File: src/rtl/bin2bcd_pkg.sv
// Shared definitions for the sequential binary-to-BCD converter: state
// encoding, default sizing, the largest representable BCD value and the
// shift-counter width.
package bin2bcd_pkg;

   localparam int unsigned DEF_BIN_W  = 27;
   localparam int unsigned DEF_DIGITS = 8;

   typedef enum logic [1:0] {
      IDLE  = 2'd0,
      SHIFT = 2'd1,
      LATCH = 2'd2
   } state_e;

   // 10^digits - 1, i.e. the largest value that fits in `digits` BCD nibbles
   function automatic longint unsigned pow10_m1(input int unsigned digits);
      longint unsigned p;
      p = 64'd1;
      for (int unsigned i = 0; i < digits; i++) begin
         p = p * 64'd10;
      end
      return p - 64'd1;
   endfunction

   // Counter must hold BIN_W so the final shift count is representable
   function automatic int unsigned cnt_width(input int unsigned bin_w);
      return $clog2(bin_w + 1);
   endfunction

   localparam longint unsigned BCD_MAX = pow10_m1(DEF_DIGITS);
   localparam int unsigned     CNT_W   = cnt_width(DEF_BIN_W);

endpackage

File: src/rtl/bin2bcd_seq_if.sv
// Handshake/data bundle between a conversion requester and bin2bcd_seq.
//   bin   : binary value to convert (sampled with start)
//   start : conversion request, level-sampled
//   busy  : conversion in progress
//   done  : one-cycle pulse when bcd/ovf update
//   bcd   : packed BCD result, digit 0 in [3:0]
//   ovf   : last accepted value exceeded the BCD range
interface bin2bcd_seq_if
   import bin2bcd_pkg::*;
#(
   parameter int unsigned BIN_W  = DEF_BIN_W,
   parameter int unsigned DIGITS = DEF_DIGITS
);

   logic [BIN_W-1:0]    bin;
   logic                start;
   logic                busy;
   logic                done;
   logic [4*DIGITS-1:0] bcd;
   logic                ovf;

   modport master (output bin, start, input busy, done, bcd, ovf);
   modport slave  (input bin, start, output busy, done, bcd, ovf);

endinterface

File: src/rtl/bin2bcd_seq_bcd_digit_adj.sv
// Double-dabble nibble correction: add 3 to a BCD digit that is 5 or more.
//   nib       : current working nibble
//   nib_adj_c : corrected nibble (combinational, 4-bit wrap)
module bcd_digit_adj (
   input  logic [3:0] nib,
   output logic [3:0] nib_adj_c
);

   always_comb begin
      nib_adj_c = (nib >= 4'd5) ? nib + 4'd3 : nib;
   end

endmodule

File: src/rtl/bin2bcd_seq.sv
// Sequential binary-to-packed-BCD converter, one shift-and-add-3 step per
// clock. Saturates to all nines when the input exceeds the BCD range. The
// result and overflow flag hold between conversions.
//   clk  : system clock
//   rs_n : asynchronous active-low reset
//   bus  : slave side of bin2bcd_seq_if (bin/start in, busy/done/bcd/ovf out)
module bin2bcd_seq
   import bin2bcd_pkg::*;
#(
   parameter int unsigned BIN_W  = DEF_BIN_W,
   parameter int unsigned DIGITS = DEF_DIGITS
) (
   input  logic           clk,
   input  logic           rs_n,
   bin2bcd_seq_if.slave   bus
);

   localparam int unsigned     BCD_W   = 4 * DIGITS;
   localparam int unsigned     CW      = cnt_width(BIN_W);
   localparam longint unsigned MAX_VAL = pow10_m1(DIGITS);
   // Overflow is only possible when BIN_W can exceed 10^DIGITS-1
   localparam bit              OVF_EN  = (BIN_W < 64) && (MAX_VAL < (64'd1 << BIN_W));

   state_e           state_q, state_n;
   logic [BIN_W-1:0] bin_q, bin_n;
   logic [BCD_W-1:0] work_q, work_n;
   logic [CW-1:0]    cnt_q, cnt_n;
   logic             ovf_pend_q, ovf_pend_n;
   logic [BCD_W-1:0] bcd_q, bcd_n;
   logic             ovf_q, ovf_n;
   logic             done_q, done_n;

   logic [BCD_W-1:0] work_adj_c;
   logic             ovf_in_c;

   // Range check of the incoming value
   if (OVF_EN) begin : g_ovf
      assign ovf_in_c = (bus.bin > BIN_W'(MAX_VAL));
   end else begin : g_no_ovf
      assign ovf_in_c = 1'b0;
   end

   // Per-digit add-3 correction on every working nibble in parallel
   for (genvar g = 0; g < DIGITS; g++) begin : g_adj
      bcd_digit_adj u_adj (
         .nib       (work_q[4*g +: 4]),
         .nib_adj_c (work_adj_c[4*g +: 4])
      );
   end

   // State and datapath registers
   always_ff @(posedge clk or negedge rs_n) begin
      if (!rs_n) begin
         state_q    <= IDLE;
         bin_q      <= '0;
         work_q     <= '0;
         cnt_q      <= '0;
         ovf_pend_q <= 1'b0;
         bcd_q      <= '0;
         ovf_q      <= 1'b0;
         done_q     <= 1'b0;
      end else begin
         state_q    <= state_n;
         bin_q      <= bin_n;
         work_q     <= work_n;
         cnt_q      <= cnt_n;
         ovf_pend_q <= ovf_pend_n;
         bcd_q      <= bcd_n;
         ovf_q      <= ovf_n;
         done_q     <= done_n;
      end
   end

   // Next-state and datapath control
   always_comb begin
      state_n    = state_q;
      bin_n      = bin_q;
      work_n     = work_q;
      cnt_n      = cnt_q;
      ovf_pend_n = ovf_pend_q;
      bcd_n      = bcd_q;
      ovf_n      = ovf_q;
      done_n     = 1'b0;

      case (state_q)
         IDLE: begin
            if (bus.start) begin
               bin_n      = bus.bin;
               work_n     = '0;
               cnt_n      = '0;
               ovf_pend_n = ovf_in_c;
               state_n    = SHIFT;
            end
         end
         SHIFT: begin
            // The corrected top bit falls off the left end of work
            {work_n, bin_n} = {work_adj_c, bin_q} << 1;
            cnt_n           = cnt_q + CW'(1);
            if (cnt_q == CW'(BIN_W - 1)) begin
               state_n = LATCH;
            end
         end
         LATCH: begin
            bcd_n   = ovf_pend_q ? {DIGITS{4'h9}} : work_q;
            ovf_n   = ovf_pend_q;
            done_n  = 1'b1;
            state_n = IDLE;
         end
         default: begin
            state_n = IDLE;
         end
      endcase
   end

   assign bus.busy = (state_q != IDLE);
   assign bus.done = done_q;
   assign bus.bcd  = bcd_q;
   assign bus.ovf  = ovf_q;

endmodule

File: src/flat_wrapper.sv
// flat-port wrapper written by rule: the top's interface ports become plain ports
module bin2bcd_seq_flat import bin2bcd_pkg::*;
#(
   parameter int unsigned BIN_W  = DEF_BIN_W,
   parameter int unsigned DIGITS = DEF_DIGITS
)
  (clk, rs_n, bus_bin, bus_start, bus_busy, bus_done, bus_bcd, bus_ovf);
  bin2bcd_seq_if #(.BIN_W(BIN_W), .DIGITS(DIGITS)) bus_i ();
  input  logic clk;
  input  logic rs_n;
  input wire logic [$bits(bus_i.bin)-1:0] bus_bin;
  input wire logic [$bits(bus_i.start)-1:0] bus_start;
  output wire logic [$bits(bus_i.busy)-1:0] bus_busy;
  output wire logic [$bits(bus_i.done)-1:0] bus_done;
  output wire logic [$bits(bus_i.bcd)-1:0] bus_bcd;
  output wire logic [$bits(bus_i.ovf)-1:0] bus_ovf;
  assign bus_i.bin = bus_bin;
  assign bus_i.start = bus_start;
  assign bus_busy = bus_i.busy;
  assign bus_done = bus_i.done;
  assign bus_bcd = bus_i.bcd;
  assign bus_ovf = bus_i.ovf;
  bin2bcd_seq #(.BIN_W(BIN_W), .DIGITS(DIGITS)) u_core (.clk(clk), .rs_n(rs_n), .bus(bus_i));
endmodule
File: config.mk
export PLATFORM = sky130hd
export DESIGN_NAME = bin2bcd_seq_flat
export DESIGN_NICKNAME = d
export VERILOG_FILES = /design/src/rtl/bin2bcd_pkg.sv /design/src/rtl/bin2bcd_seq_if.sv /design/src/rtl/bin2bcd_seq_bcd_digit_adj.sv /design/src/rtl/bin2bcd_seq.sv /design/src/flat_wrapper.sv
export SDC_FILE = /design/constraint.sdc
export NUM_CORES = 1
export LEC_CHECK = 0
export BUFFER_PORTS_ARGS = -buffer_cell sky130_fd_sc_hd__buf_4
export CAP_MARGIN = 10
export CORE_MARGIN = 2
export CORE_UTILIZATION = 30
export DETAILED_ROUTE_END_ITERATION = 10
export PLACE_DENSITY_LB_ADDON = 0.05
export SYNTH_ARGS = -nofsm -noshare
export SYNTH_HDL_FRONTEND = slang
export SYNTH_SLANG_ARGS = --single-unit
File: constraint.sdc
create_clock -name clk -period 2.1 [get_ports clk]
set_input_delay 0.42 -clock clk [delete_from_list [all_inputs] [get_ports clk]]
set_output_delay 0.42 -clock clk [all_outputs]
set_load 0.02 [all_outputs]
==> flow_metrics.tcl <==
set metrics [dict create \
    status "finished clean" \
    yosysTopAreaCell "dfrtp_1" \
    routed_wl_mm 11.2 \
    nets 590 \
    core-area_um2 15300 \
    multi_input_area_um2 2020 \
    die_width_um 130 \
    path_max_fanout 5 \
    skew_ns 0.00937 \
    grt_pass1_wl_mm 18.6 \
    cp_slowest_cell "dfrtp_1" \
    grt_pass1_vias 3508 \
    reg2reg_depth 6 \
    numCtsBuffers 9 \
    synth_edf_count 0 \
    yosys-top-cells-count "101 x dfrtp_1, 75 x nand2_1, 45 x o21ai_0" \
    critPathLaunchType "flop" \
    leakage_nw 2.65 \
    cp.arrival_ns 1.99 \
    clkSinkCount 101 \
    path_cells "inv_1, ha_1, nand2b_1, a21oi_1, mux2_2, o21ai_0" \
    synthTopCellsByArea "dfrtp_1 53%, nand2_1 5.9%, ha_1 4.8%" \
    regArea_um2 2530 \
    grt_max_degree 55 \
    path_delay_family "compound AO/OA/AOI/OAI gates" \
    num_vias 3571 \
    crit_required_ns 2.37 \
    synth-compound-area-share_pct 16.4 \
    drt_iter0_drc 211 \
    cts_tree "yes" \
    post_drt_wl_per_cell_um 14.8 \
    p_total_w 0.00843 \
    dp_hpwl_mm 7.34 \
    synth_fp_nets 532 \
    yosysTopAreaCellShare_pct 53.3 \
    syn_avg_cell_area_um2 9.79 \
    clk_latency_ns 0.35 \
    ctsResizeCount 0 \
    grt_overflow 0 \
    gp_congestion 0.740 \
    rows 45 \
    dieArea_um2 16800 \
    setup_tns_ns 0 \
    end_kind "flop" \
    synth_ff_type "dfrtp_1" \
    syn_area_um2 4740 \
    start_util_pct 30.9 \
    synth_mux_area_share_pct 2.14 \
    ios 65 \
    min_path_type "input port to asynchronous set/reset pin" \
    clk_path_buf_depth 2 \
    min_period_ns 1.72 \
    synth-xor-area-share_pct 2.96 \
    chipHeight_um 130 \
    slew_headroom_pct 68.2 \
    firstDrtPassIters 4 \
    rsz0062_at_grt "false" \
    cts.clk_slew.worst_paths_ns 0.07 \
    hold_violations 0 \
    synth_top_family_by_area "compound AO/OA/AOI/OAI gates" \
    tightest_slew_ns 0.475 \
    finish.utilization_pct 37.7 \
    fmax_mhz 582 \
    num_antenna_cells 0 \
    yosys.area_share.simple_pct 16.1 \
    cts_setup_buffers 0 \
    critPathBufInv 1 \
    port_buffers 64 \
    area_growth_pct 21.9 \
    ys_seq_area_share_pct 53.3 \
    period_share_pct 81.8 \
    drcViolationCount 0 \
    slew_violations 0 \
    ys_async_sr_fraction_pct 100 \
    max-cap-violations 0 \
    antenna_found_initial 0 \
    ys_ff_latch 101 \
    nFillCells 1612 \
    drive_above_1_share_pct 19.4 \
    timing.rr.start "u_core.work_q[12]" \
    powerDensity_nw_per_um2 1460 \
    synthAdderAreaFrac_pct 4.75 \
    yosysMostFrequentCell "dfrtp_1" \
    avgViaCountPerCell 4.72 \
    endpoint "u_core.work_q[14]" \
    finalSetupViolations 0 \
    r2r_setup_slack_ns 0.38 \
    synthCells 484 \
    holdBufCountCts 0 \
    critical_path_depth 6 \
    slowest_delay_ns 0.44 \
    r2r-end "u_core.work_q[14]" \
    cp-startpoint "u_core.work_q[12]" \
    ant_nets 0 \
    ys_warn_count 0 \
    root_buffer "clkbuf_16" \
    irDropWorstVdd_uv 600 \
    yosysUniqueCellTypes 34 \
    critical_path_class "flop to flop" \
    grt_use_total_pct 14.3 \
    ctsHtreeMaxLevel 3 \
]
==> per-stage QoR <==
stage	instance area (um^2)	worst slack (ns)	cells	hold WS [ns]
3_3_place_gp	5500	0.428	742	0.392
3_5_place_dp	5500	0.411	742	0.394
2_1_floorplan	4740	0.580	484	0.124
6_report	5780	0.382	757	0.00272
5_1_grt	5780	0.265	757	0.0247
4_1_cts	5780	0.358	757	0.00791
==> cells by family after synthesis <==
family	after synthesis
mux	9
xor+xnor	16
fa+ha+maj	18
flops	101
buf+inv	49
compound gates	123
simple gates	168
==> layer usage <==
layer	share of wire, %	global-route usage, %
met1	53	20.9
met4	1.8	5.88
met5	0	0
met2	42	20.9
met3	3.4	2.73
==> how the worst min path moves through the flow <==
stage	from	end	depth (start not counted)
2_1_floorplan	rs_n	u_core.bin_q[0]	0
3_3_place_gp	rs_n	u_core.bus.bcd[24]	1
3_5_place_dp	rs_n	u_core.bus.bcd[28]	1
4_1_cts	rs_n	u_core.bus.bcd[24]	1
5_1_grt	rs_n	u_core.bus.bcd[28]	1
6_report	rs_n	u_core.bus.bcd[27]	1
==> registers in the layout (all words and copies together), names as in the netlist <==
name	cells
u_core.state_q	2
u_core.cnt_q	5
u_core.bus.bcd	32
u_core.ovf_pend_q	1
u_core.bin_q	27
u_core.bus.done	1
u_core.bus.ovf	1
u_core.work_q	32
==> layout by cell type (no fill, tap or decap), drive strengths merged <==
cell	netlist	final
nor4	1	1
or3b	1	1
clkinv	0	1
o21ai	53	53
xor2	8	8
inv	18	18
or2	1	1
nand2b	18	18
nor2	33	33
nor3b	2	2
nand2	76	76
dfrtp	101	101
nand4	4	4
and4b	1	1
o22ai	8	8
a41o	1	1
o31ai	24	24
a32o	8	8
a22oi	19	19
buf	10	78
and2	1	1
mux2	9	9
nand3	27	27
ha	18	18
nor2b	2	2
clkbuf	21	14
a21oi	10	10
nor3	1	1
xnor2	8	8
==> area by class of cell <==
class                      count  area share (%)
sequential                   101            43.7
multi-input combinational    334            34.9
timing repair buffer          78            10.8
clock buffer                  14            4.74
tap                          211            4.57
inverter                      18            1.17
clock inverter                 1          0.0866
==> report_power, final <==
part / internal (W) / total (W) / leakage [nW] / switching [W]
Sequential: 0.00268 / 0.00323 / 1.30 / 0.000558
Clock: 0.000896 / 0.00164 / 0.139 / 0.000742
Combinational: 0.00156 / 0.00356 / 1.21 / 0.00200
Power figures use the tool's default switching activity.
